==> src/rtl/csc_frame_ctrl.sv <==
// Frame sequencer for the RGB->YUV datapath: vs/de tracking, shadowed coefficient mode, delayed sof/eol/eof strobes, sticky timing errors.
// Optional CSC_CTRL_STATS_EN adds measured line length, lines per frame and a frame counter.
module csc_frame_ctrl #(
  parameter int H_ACTIVE = 1920,
  parameter int V_ACTIVE = 1080,
  parameter int PIPE_LAT = 2,
  parameter int CNT_W    = 12
) (
  input  logic             clk_i,
  input  logic             rst_n_i,
  input  logic             vs_i,
  input  logic             de_i,
  input  logic [1:0]       cfg_mode_i,
  input  logic             cfg_update_i,
  input  logic             err_clr_i,
  output logic [1:0]       csc_mode_o,
  output logic             busy_o,
  output logic             sof_o,
  output logic             eol_o,
  output logic             eof_o,
  output logic [CNT_W-1:0] pix_cnt_o,
  output logic [CNT_W-1:0] line_cnt_o,
  output logic [2:0]       err_o
`ifdef CSC_CTRL_STATS_EN
  ,
  output logic [CNT_W-1:0] meas_h_o,
  output logic [CNT_W-1:0] meas_v_o,
  output logic [15:0]      frame_cnt_o
`endif
);

  localparam logic [1:0] S_IDLE   = 2'd0;
  localparam logic [1:0] S_VBLANK = 2'd1;
  localparam logic [1:0] S_LINE   = 2'd2;
  localparam logic [1:0] S_HBLANK = 2'd3;

  localparam logic [CNT_W-1:0] H_LAST  = CNT_W'(H_ACTIVE - 1);
  localparam logic [CNT_W-1:0] H_MAX   = CNT_W'(H_ACTIVE);
  localparam logic [CNT_W-1:0] V_LAST  = CNT_W'(V_ACTIVE - 1);
  localparam logic [CNT_W-1:0] V_NUM   = CNT_W'(V_ACTIVE);
  localparam logic [CNT_W-1:0] CNT_SAT = '1;

  logic [1:0]          state, state_nxt;
  logic                vs_q;
  logic [1:0]          pend_mode;
  logic                pend_vld;
  logic [CNT_W-1:0]    lines_seen;
  logic [PIPE_LAT-1:0] sof_sr, eol_sr, eof_sr;

  logic                vs_rise, in_frame, de_fire, first_pix;
  logic                sof_int, eol_int, eof_int;
  logic [CNT_W-1:0]    pix_idx, line_idx;
  logic [2:0]          err_set;

  always_comb begin
    vs_rise   = vs_i & ~vs_q;
    in_frame  = (state != S_IDLE);
    de_fire   = in_frame & ~vs_rise & de_i;
    first_pix = de_fire & (state != S_LINE);

    // Index of the pixel/line being presented this cycle; the registered counters lag by one
    pix_idx = '0;
    if (state == S_LINE)
      pix_idx = (pix_cnt_o >= H_MAX) ? H_MAX : pix_cnt_o + CNT_W'(1);

    line_idx = line_cnt_o;
    if (state == S_VBLANK)
      line_idx = '0;
    else if (state == S_HBLANK)
      line_idx = (line_cnt_o == CNT_SAT) ? CNT_SAT : line_cnt_o + CNT_W'(1);

    sof_int = first_pix & (state == S_VBLANK);
    eol_int = de_fire & (pix_idx == H_LAST);
    eof_int = eol_int & (line_idx == V_LAST);

    err_set[0] = (state == S_LINE) & ~de_i & (pix_cnt_o < H_LAST);
    err_set[1] = de_fire & (state == S_LINE) & (pix_cnt_o == H_LAST);
    err_set[2] = vs_rise & in_frame & (lines_seen != V_NUM);

    state_nxt = state;
    if (vs_rise) begin
      state_nxt = S_VBLANK;
    end else begin
      case (state)
        S_VBLANK: if (de_i)  state_nxt = S_LINE;
        S_LINE:   if (!de_i) state_nxt = S_HBLANK;
        S_HBLANK: if (de_i)  state_nxt = S_LINE;
        default:  state_nxt = state;
      endcase
    end
  end

  always_ff @(posedge clk_i or negedge rst_n_i) begin
    if (!rst_n_i) begin
      state      <= S_IDLE;
      vs_q       <= 1'b0;
      busy_o     <= 1'b0;
      csc_mode_o <= 2'd0;
      pend_mode  <= 2'd0;
      pend_vld   <= 1'b0;
      pix_cnt_o  <= '0;
      line_cnt_o <= '0;
      lines_seen <= '0;
      err_o      <= 3'd0;
      sof_sr     <= '0;
      eol_sr     <= '0;
      eof_sr     <= '0;
    end else begin
      state  <= state_nxt;
      vs_q   <= vs_i;
      busy_o <= (state_nxt != S_IDLE);

      // A request arriving on the frame edge itself takes effect at that edge
      if (vs_rise) begin
        if (cfg_update_i)
          csc_mode_o <= cfg_mode_i;
        else if (pend_vld)
          csc_mode_o <= pend_mode;
        pend_vld <= 1'b0;
      end else if (cfg_update_i) begin
        pend_mode <= cfg_mode_i;
        pend_vld  <= 1'b1;
      end

      if (vs_rise) begin
        pix_cnt_o  <= '0;
        line_cnt_o <= '0;
        lines_seen <= '0;
      end else if (de_fire) begin
        pix_cnt_o  <= pix_idx;
        line_cnt_o <= line_idx;
        if (first_pix && lines_seen != CNT_SAT)
          lines_seen <= lines_seen + CNT_W'(1);
      end

      err_o <= (err_clr_i ? 3'd0 : err_o) | err_set;

      sof_sr <= PIPE_LAT'({sof_sr, sof_int});
      eol_sr <= PIPE_LAT'({eol_sr, eol_int});
      eof_sr <= PIPE_LAT'({eof_sr, eof_int});
    end
  end

  assign sof_o = sof_sr[PIPE_LAT-1];
  assign eol_o = eol_sr[PIPE_LAT-1];
  assign eof_o = eof_sr[PIPE_LAT-1];

`ifdef CSC_CTRL_STATS_EN
  always_ff @(posedge clk_i or negedge rst_n_i) begin
    if (!rst_n_i) begin
      meas_h_o    <= '0;
      meas_v_o    <= '0;
      frame_cnt_o <= 16'd0;
    end else begin
      if (state == S_LINE && !de_i)
        meas_h_o <= pix_cnt_o + CNT_W'(1);
      if (vs_rise) begin
        frame_cnt_o <= frame_cnt_o + 16'd1;
        if (in_frame)
          meas_v_o <= lines_seen;
      end
    end
  end
`endif

endmodule

==> config.mk <==
export PLATFORM = sky130hd
export DESIGN_NAME = csc_frame_ctrl
export DESIGN_NICKNAME = d
export VERILOG_FILES = /design/src/rtl/csc_frame_ctrl.sv
export SDC_FILE = /design/constraint.sdc
export NUM_CORES = 1
export LEC_CHECK = 0
export BUFFER_PORTS_ARGS = -buffer_cell sky130_fd_sc_hd__buf_2
export CAP_MARGIN = 10
export CORE_MARGIN = 2
export CORE_UTILIZATION = 55
export CTS_BUF_LIST = sky130_fd_sc_hd__clkbuf_16
export CTS_CLUSTER_DIAMETER = 120
export CTS_CLUSTER_SIZE = 10
export DETAILED_ROUTE_END_ITERATION = 10
export PLACE_DENSITY = 0.77
export RECOVER_POWER = 25
export SETUP_SLACK_MARGIN = 0.1
export SYNTH_ARGS = -nofsm -noshare
export SYNTH_HDL_FRONTEND = slang
export SYNTH_SLANG_ARGS = --single-unit
==> constraint.sdc <==
create_clock -name clk_i -period 3.8 [get_ports clk_i]
set_input_delay 0.76 -clock clk_i [delete_from_list [all_inputs] [get_ports clk_i]]
set_output_delay 0.76 -clock clk_i [all_outputs]
set_load 0.05 [all_outputs]
# [Yosys cells after proc, flatten, opt, wreduce, memory -nomap -nowiden]
# Index checks and enable logic that the tools add are counted.
[totals] output_inout_bits=33 register_bits=54
[classes] n_addsub=3 n_reduce_logical=11 n_bitwise=17 n_mux=21 magnitude_cmp=2 eq_ne=10
[op_table] operator="$mux 12" count=12
[op_table] operator="$add 12x1->12 const B" count=3
[op_table] operator="$eq 12x11->1 const B" count=3
[op_table] operator="$and 1x1->1" count=13
[op_table] operator="$eq 12x12->1 const B" count=1
[op_table] operator="$ge 12x11->1 const B" count=1
[op_table] operator="$lt 12x11->1 const B" count=1
[op_table] operator="$ne 12x11->1 const B" count=1
[op_table] operator="$ne 12x12->1 const B" count=1
[op_table] operator="$reduce_bool 2->1" count=6
[op_table] operator="$mux 2" count=5
[op_table] operator="$reduce_and 2->1" count=3
[op_table] operator="$eq 2x2->1 const B" count=2
[op_table] operator="$pmux 2 s2" count=1
[op_table] operator="$mux 3" count=1
[op_table] operator="$not 1->1" count=3
[op_table] operator="$or 3x3->3" count=1
[op_table] operator="$eq 2x1->1 const B" count=1
[op_table] operator="$mux 1" count=2
[op_table] operator="$ne 2x2->1 const B" count=1
[op_table] operator="$reduce_or 2->1" count=1
[op_table] operator="$logic_and 1x1->1" count=1

# [Longest topological paths before layout]
# Gate-level depths: netlist (run 1).
[depth] ltp_word=10 depth_mapped=7 depth_no_buf=6

# [Worst setup path before layout (run 1)]
# No wires, ideal clock.
[synth_timing] kind="register -> register" start="register pix_cnt_o[0]" end="register eof_sr[0]" slack_ns=1.457 required_ns=3.704 stages_incl_launch_ff=7 t_arrival_ns=2.247 cell_sequence="dfrtp_1 > ha_1 > nand4_4 > or3_4 > a221oi_2 > o2111ai_1 > nor4_2"
[synth_via] elab_chain_len=6 elab_cells_between_ends=7 classes_between="add/sub: 1; order compare: 1; eq/ne: 1; mux: 2; bitwise: 2"
[synth_lines] element="start, declared" line_no="21" text="output logic [CNT_W-1:0] pix_cnt_o,"
[synth_lines] element="start signal, assigned" line_no="130" text="pix_cnt_o <= pix_idx;"
[synth_lines] element="$add 12x1->12 or $ge 12x11->1 (tied branches)" line_no="64" text="pix_idx = (pix_cnt_o >= H_MAX) ? H_MAX : pix_cnt_o + CNT_W'(1);"
[synth_lines] element="$mux 12 (*)" line_no="64"
[synth_lines] element="$mux 12 (*)" line_no="63" text="if (state == S_LINE)"
[synth_lines] element="$eq 12x11->1 (*)" line_no="73" text="eol_int = de_fire & (pix_idx == H_LAST);"
[synth_lines] element="$and 1x1->1 (*)" line_no="73"
[synth_lines] element="$and 1x1->1 (*)" line_no="74" text="eof_int = eol_int & (line_idx == V_LAST);"
[synth_lines] element="net eof_int" line_no="51" text="logic sof_int, eol_int, eof_int;"
[synth_lines] element="end signal, assigned" line_no="140" text="eof_sr <= PIPE_LAT'({eof_sr, eof_int});"
[synth_lines] element="end, declared" line_no="48" text="logic [PIPE_LAT-1:0] sof_sr, eol_sr, eof_sr;"
# Mark *: on every way through the listed nets, which the timed path passes. The rest lies on a longest branch.
# A chain may end at the register's enable or synchronous reset.

# [Worst setup path in the final report (run 1)]
[layout_timing] start="input port vs_i" end="register eof_sr[0]"
[layout_via] elab_chain_len=6
[layout_lines] element="start, declared" line_no="11" text="input logic vs_i,"
[layout_lines] element="$and 1x1->1" line_no="56" text="vs_rise = vs_i & ~vs_q;"
[layout_lines] element="$not 1->1 (no line)"
[layout_lines] element="$and 1x1->1 (2 in series)" line_no="58" text="de_fire = in_frame & ~vs_rise & de_i;"
[layout_lines] element="$and 1x1->1" line_no="73"
[layout_lines] element="$and 1x1->1" line_no="74"
[layout_lines] element="net eof_int" line_no="51"
# The timed path passes the listed nets, and every way through them passes these cells.

==> results.cfg, run 1 <==
[hold_path]
hp-class = flop to flop
min-delay-start = sof_sr[0]

[synth]
synth.yosys.warnings = 0
yosysMostFrequentCell = dfrtp_1
synth_area_leaders = dfrtp_1, o21ai_0, nand2_1, nand3_1, nor2_1
synth_cell_types = 47
synthXorXnorAreaFrac_pct = 3.85
yosysTopAreaCellShare_pct = 45.7
syn-num-nets = 341
yosys.area_share.simple_pct = 25.4
synth_compound_gate_area_share_pct = 15.7
synthArstFlopShare_pct = 100
synth_largest_area_cell = dfrtp_1
synth_fa_ha_area_share_pct = 2.12
synth_top_family_by_area = simple AND/OR/NAND/NOR gates
syn_area_per_cell_um2 = 9.01
syn-cell-area_um2 = 2960
seq_area_frac_synth_pct = 45.7
synthCells = 328
synth_edf_count = 0
ys.flop_type = dfrtp_1
yosys_register_bits = 54
muxShareOfSynthArea_pct = 3.13
synthTopCellsByCount = dfrtp_1, o21ai_0, nand2_1, nor2_1, nand3_1

[pwr]
internal_power_w = 0.000959
power.leakage_nw = 1.43
power.density_nw_per_um2 = 394
pwr-share-clk_pct = 38.9
p_sw_w = 0.000364
switching_share_pct = 27.5
p_total_w = 0.00132
power_frac_comb_pct = 13.3
p_seq_share_pct = 47.8
worst_ir_drop_vdd_mv = 0.349

[floorplan]
ioPinCount = 41
die_w_um = 77.3
start_util_pct = 57.5
die_area_um2 = 5980
fp-row-count = 26
die_h_um = 77.3
core_um2 = 5140

[sta]
timing.slew.headroom_pct = -23.9
finClkSkew_ns = 0.00953
tightest_slew_ns = 1.86
final_hold_viol_count = 0
setup_viol = 0
max_freq_mhz = 435
setup-tns-final_ns = 0
setup_ws_ns = 1.50
fin_crit_sh_pct = 60.5
drv_slew = 37
rsz0062_at_grt = no
min_period_ns = 2.30

[clock_network]
cts_setup_buffers = 0
clk_pin_slew_ns = 0.07
tritoncts = yes
cts_resized = 0
clock_path_buffers = 2
hold_buffers = 0
clk_latency_ns = 0.29
htreeDepth = 2
numCtsBuffers = 5
clk_root_buffer_cell = clkbuf_16
cts.sinks = 54

[route]
first_pass_iters = 4
via_per_inst = 5.86
routed_wl_um = 6530
drtAntennaViolNets = 0
first_iter_violations = 204
wl_per_cell_um = 15.1
via_count = 2532
drt_drc_violations_left = 0

[cells_and_area]
layout.cells.non_filler = 432
syn_to_final_growth_pct = 13.7
drive_gt1_share_pct = 15.2
nets = 374
fillers = 457
antenna_cells_inserted = 0

[worst_setup_path]
path_cells = clkbuf_1 > nand2b_1 > nand4_1 > o21ba_2 > o2111ai_1 > nor4_2
critPathLaunchType = input pin
crit_buf_inv = 1
crit_start = vs_i
cp.required_ns = 4.00
critical-path-top-delay-family = simple AND/OR/NAND/NOR gates
critPathSlowestCell = nand4_1
endpoint_kind = flop
crit_path_max_incr_delay_ns = 0.46
crit-reg2reg-launch = pix_cnt_o[7]
worstPathArrival_ns = 2.50
crit_type = input pin to flop
crit_fanout = 14

[global_route]
first_global_vias = 2328
grt_max_degree = 37
antenna_found_initial = 0
track_usage_pct = 22.7
grt_pass1_wl_um = 11000
grt_overflow = 0

[placed_design]
dp_slack_ns = 1.19
dp.cells = 424
io_buffers = 40
gp_congestion = 0.893
hpwlAfterDp_um = 4570

[job]
maxCapViolations = 1

[status]
violations = capacitance limit, slew limit
status = finished, violations left
[area by class of cell]
class | count | area (um2) | share of cell area [%]
timing repair buffer | 42 | 213 | 6.33
sequential | 54 | 1350 | 40.2
clock inverter | 3 | 42.5 | 1.27
inverter | 15 | 56.3 | 1.68
multi-input combinational | 243 | 1490 | 44.2
tap | 70 | 87.6 | 2.61
clock buffer | 5 | 125 | 3.72
[placed cells by master, fill, tap and decap left out, types with 3 or more instances in the layout]
master,Yosys,final
a31oi_1,4,4
a41oi_1,3,3
buf_2,2,38
and4_1,5,5
nor2_1,24,24
xnor2_1,10,10
and3_1,3,3
inv_1,15,15
nand2_1,33,33
nand3_1,19,19
ha_1,5,5
and2_1,4,4
nor2b_1,6,6
xor2_1,3,3
o2111ai_1,4,4
nor4_1,8,8
a21oi_1,9,9
mux2i_1,7,7
nand4_1,8,8
nor3_1,16,16
clkbuf_16,0,5
nand2b_1,4,4
o21ai_0,38,38
dfrtp_1,54,54
[per-stage QoR]
stage,hold WS (ns),cell area (um2),util [%]
after floorplan,0.331,2960,-
after global placement,0.337,3200,62.2
after detailed placement,0.343,3200,62.2
after CTS,0.359,3360,65.4
after global routing,0.372,3360,65.4
final,0.358,3360,65.4
[layer usage]
layer,track usage [%],wire [um],up-vias
li1,-,-,1256
met1,29.6,2960,1213
met2,37.9,3300,59
met3,4.00,233,4
met4,8.04,33,0
met5,0,0,-
[power by group through the flow]
stage                     Sequential [W]  Clock, W  Combinational [W]
final                           0.000632  0.000515           0.000176
after global routing            0.000637  0.000545           0.000193
after CTS                       0.000632  0.000524           0.000178
after detailed placement        0.000643         0           0.000178
after global placement          0.000642         0           0.000173
after floorplan                 0.000680         0          0.0000833
[final timing paths]
| check | end | slack [ns] | depth (start not counted) |
|---|---|---|---|
| min in group asynchronous | eol_sr[1] | 0.97 | 1 |
| max in group asynchronous | pix_cnt_o[1] | 1.72 | 2 |
| worst max-delay path | eof_sr[0] | 1.50 | 6 |
| worst max register to register | eof_sr[0] | 1.51 | 5 |
| worst min register to register | sof_sr[1] | 0.36 | 0 |
| worst min-delay path | sof_sr[1] | 0.36 | 0 |
[kinds of logic after synthesis]
kind of cell / after synthesis
compound gates: 75
fa+ha+maj: 5
simple gates: 141
flops: 54
mux: 9
buf+inv: 31
xor+xnor: 13
[worst reg2reg max path, stage by stage (launching register included)]
cell and delay, ns:
dfrtp_1 0.49, a41oi_1 0.49, nand4_1 0.42, o21ba_2 0.38, o2111ai_1 0.14, nor4_2 0.29
[registers in the layout, indices dropped and copies added, names as in the netlist, 2 cells and up]
signal	count
sof_sr	2
eol_sr	2
state	2
err_o	3
eof_sr	2
pend_mode	2
line_cnt_o	12
csc_mode_o	2
pix_cnt_o	12
lines_seen	12
No activity file was read; power rests on OpenSTA's default activity.
==> inputs of run 2 (changes only) <==
Settings changed: ABC_AREA set to 1.
Clock period 3.8 ns to 2.4 ns, I/O delays scaled along.
==> run 2 against run 1 <==
The flow finishes with violations (capacitance limit). Non-clock buffer count grew 1. Utilization shrank 1.3 points. Combinational power grew 110%. Flip-flop and latch count is the same. First-iteration DRC count grew 39%. Critical path type is now flop to flop. Via count grew 8.9%. Final cell count grew 18%. Count of clock-buffer cells in the layout is the same. Hold slack lost 0.047 ns. Synthesized cell count grew 19%. Largest cell class unchanged. Die area grew 3.4%. Clock power grew 33%.
==> results.cfg, run 2 <==
[sta]
min_period_ns = 1.97
setup_viol = 0
tightest_slew_ns = 1.50
timing.slew.headroom_pct = 0.168
drv_slew = 0
final_hold_viol_count = 0
fin_crit_sh_pct = 82.1
setup-tns-final_ns = 0
rsz0062_at_grt = no
finClkSkew_ns = 0.00758
max_freq_mhz = 508

[worst_setup_path]
crit-reg2reg-launch = vs_q
critPathSlowestCell = nor2_1
endpoint = line_cnt_o[7]
r2r_slack_ns = 0.43
rr_endpoint = line_cnt_o[7]
cp.required_ns = 2.61
crit_fanout = 16
path_cells = nor2_1 > nor2_4 > nand2_4 > nand2_1 > buf_4 > o21ai_0
endpoint_kind = flop
ff2ff_path_depth = 6
crit_path_max_incr_delay_ns = 0.49
critPathLaunchType = flop
worstPathArrival_ns = 2.18
critical-path-top-delay-family = simple AND/OR/NAND/NOR gates
crit_start = vs_q
crit_buf_inv = 1
crit_type = flop to flop
cp_num_cells = 6

[clock_network]
numCtsBuffers = 5
clk_root_buffer_cell = clkbuf_16
hold_buffers = 0
clk_pin_slew_ns = 0.07
cts_setup_buffers = 0
clock_path_buffers = 2
cts_resized = 0
cts.sinks = 54
tritoncts = yes
htreeDepth = 2
clk_latency_ns = 0.29

[synth]
synth_cell_types = 34
yosys_register_bits = 54
syn_area_per_cell_um2 = 7.85
syn-cell-area_um2 = 3060
synth_area_leaders = dfrtp_1, nand2_1, inv_1, nand3_1, o21ai_0
synthTopCellsByCount = nand2_1, inv_1, dfrtp_1, nand3_1, nor2_1
synth.yosys.warnings = 0
syn-num-nets = 403
seq_area_frac_synth_pct = 44.1
synthCells = 390
synth_edf_count = 0
synthArstFlopShare_pct = 100
ys.flop_type = dfrtp_1
yosysMostFrequentCell = nand2_1
synth_largest_area_cell = dfrtp_1
yosysTopAreaCellShare_pct = 44.1

[cells_and_area]
nets = 448
mostFrequentLayoutCell = nand2_1
syn_to_final_growth_pct = 13.9
antenna_cells_inserted = 0
layout_common_cells = nand2_1, inv_1, dfrtp_1
layout.cells.non_filler = 508
drive_gt1_share_pct = 18.1
top_regs = line_cnt_o (12), lines_seen (12), pix_cnt_o (12)

[global_route]
grt_max_degree = 29
antenna_found_initial = 0
track_usage_pct = 24.0
first_global_vias = 2612
grt_overflow = 0
grt_pass1_wl_um = 11800

[route]
drt_drc_violations_left = 0
first_pass_iters = 4
wl_per_cell_um = 13.7
routed_wl_um = 6950
first_iter_violations = 283
via_per_inst = 5.43
via_count = 2758
drtAntennaViolNets = 0

[placed_design]
io_buffers = 40
hpwlAfterDp_um = 5240
dp.cells = 500
gp_congestion = 0.929

[floorplan]
start_util_pct = 56.3
die_h_um = 78.6
fp-row-count = 27
die_w_um = 78.6
core_um2 = 5440
ioPinCount = 41
die_area_um2 = 6180

[pwr]
power.density_nw_per_um2 = 590
p_total_w = 0.00206
worst_ir_drop_vdd_mv = 0.621
power.leakage_nw = 1.71

[hold_path]
hp-class = input pin to flop

[job]
maxCapViolations = 1

[status]
status = finished, violations left
violations = capacitance limit
## run 2: cell types whose count changed after synthesis, sizes merged, moves of 9 or more
| cell | before | now |
|---|---|---|
| clkbuf | 12 | 1 |
| inv | 15 | 66 |
| nand2 | 33 | 91 |
| nand3 | 19 | 36 |
| nor2 | 24 | 40 |
| o21ai | 38 | 26 |
| o22ai | 2 | 15 |
| xnor2 | 10 | 1 |
## run 2: worst min-delay path by stage
stage	to	startpoint	cells past startpoint	slack [ns]
3_3_place_gp	eol_sr[1]	eol_sr[0]	0	0.33
6_report	vs_q	vs_i	1	0.31
4_1_cts	lines_seen[6]	rst_n_i	1	0.22
3_5_place_dp	eof_sr[1]	eof_sr[0]	0	0.33
2_1_floorplan	busy_o	rst_n_i	0	0.18
5_1_grt	vs_q	vs_i	1	0.32
## run 2: where the power goes
part           internal (W)  leakage (nW)  switching [W]  total, W
Combinational     0.0000927         0.922       0.000275  0.000368
Clock              0.000376        0.0663       0.000310  0.000687
Sequential         0.000958         0.723      0.0000454   0.00100
Total               0.00143          1.71       0.000631   0.00206
## run 2: metal layers
metal / vias to the layer above / GRT usage (%) / routed length, um
met2: 88 / 38.4 / 3270
met4: 0 / 7.02 / 99
li1: 1377 / - / -
met5: - / 0 / 0
met1: 1284 / 33.9 / 3190
met3: 9 / 4.02 / 388
## run 2: area by class of cell
type,instances,area [um2]
multi-input combinational,265,1430
sequential,54,1350
fill,479,1950
tap,72,90.1
inverter,66,250
clock inverter,3,11.3
clock buffer,5,125
timing repair buffer,43,233
## run 2: kinds of logic after synthesis
logic type,Yosys count,share of synthesized area (%)
AOI/OAI and AO/OA,62,11.7
xor gates and xnor gates,3,0.858
adders and majority gates,5,2.04
buffers and inverters,71,9.03
DFF,54,44.1
muxes,2,0.736
and+or+nand+nor,193,31.5
## run 2: metrics by stage
| step | hold WS (ns) | cell area, um2 | utilization (%) | worst slack, ns |
|---|---|---|---|---|
| 6_report | 0.311 | 3490 | 64.1 | 0.430 |
| 5_1_grt | 0.323 | 3490 | 64.1 | 0.252 |
| 4_1_cts | 0.223 | 3500 | 64.3 | 0.577 |
| 3_5_place_dp | 0.335 | 3360 | 61.8 | 0.526 |
| 3_3_place_gp | 0.332 | 3360 | 61.8 | 0.567 |
| 2_1_floorplan | 0.184 | 3060 | - | 0.486 |
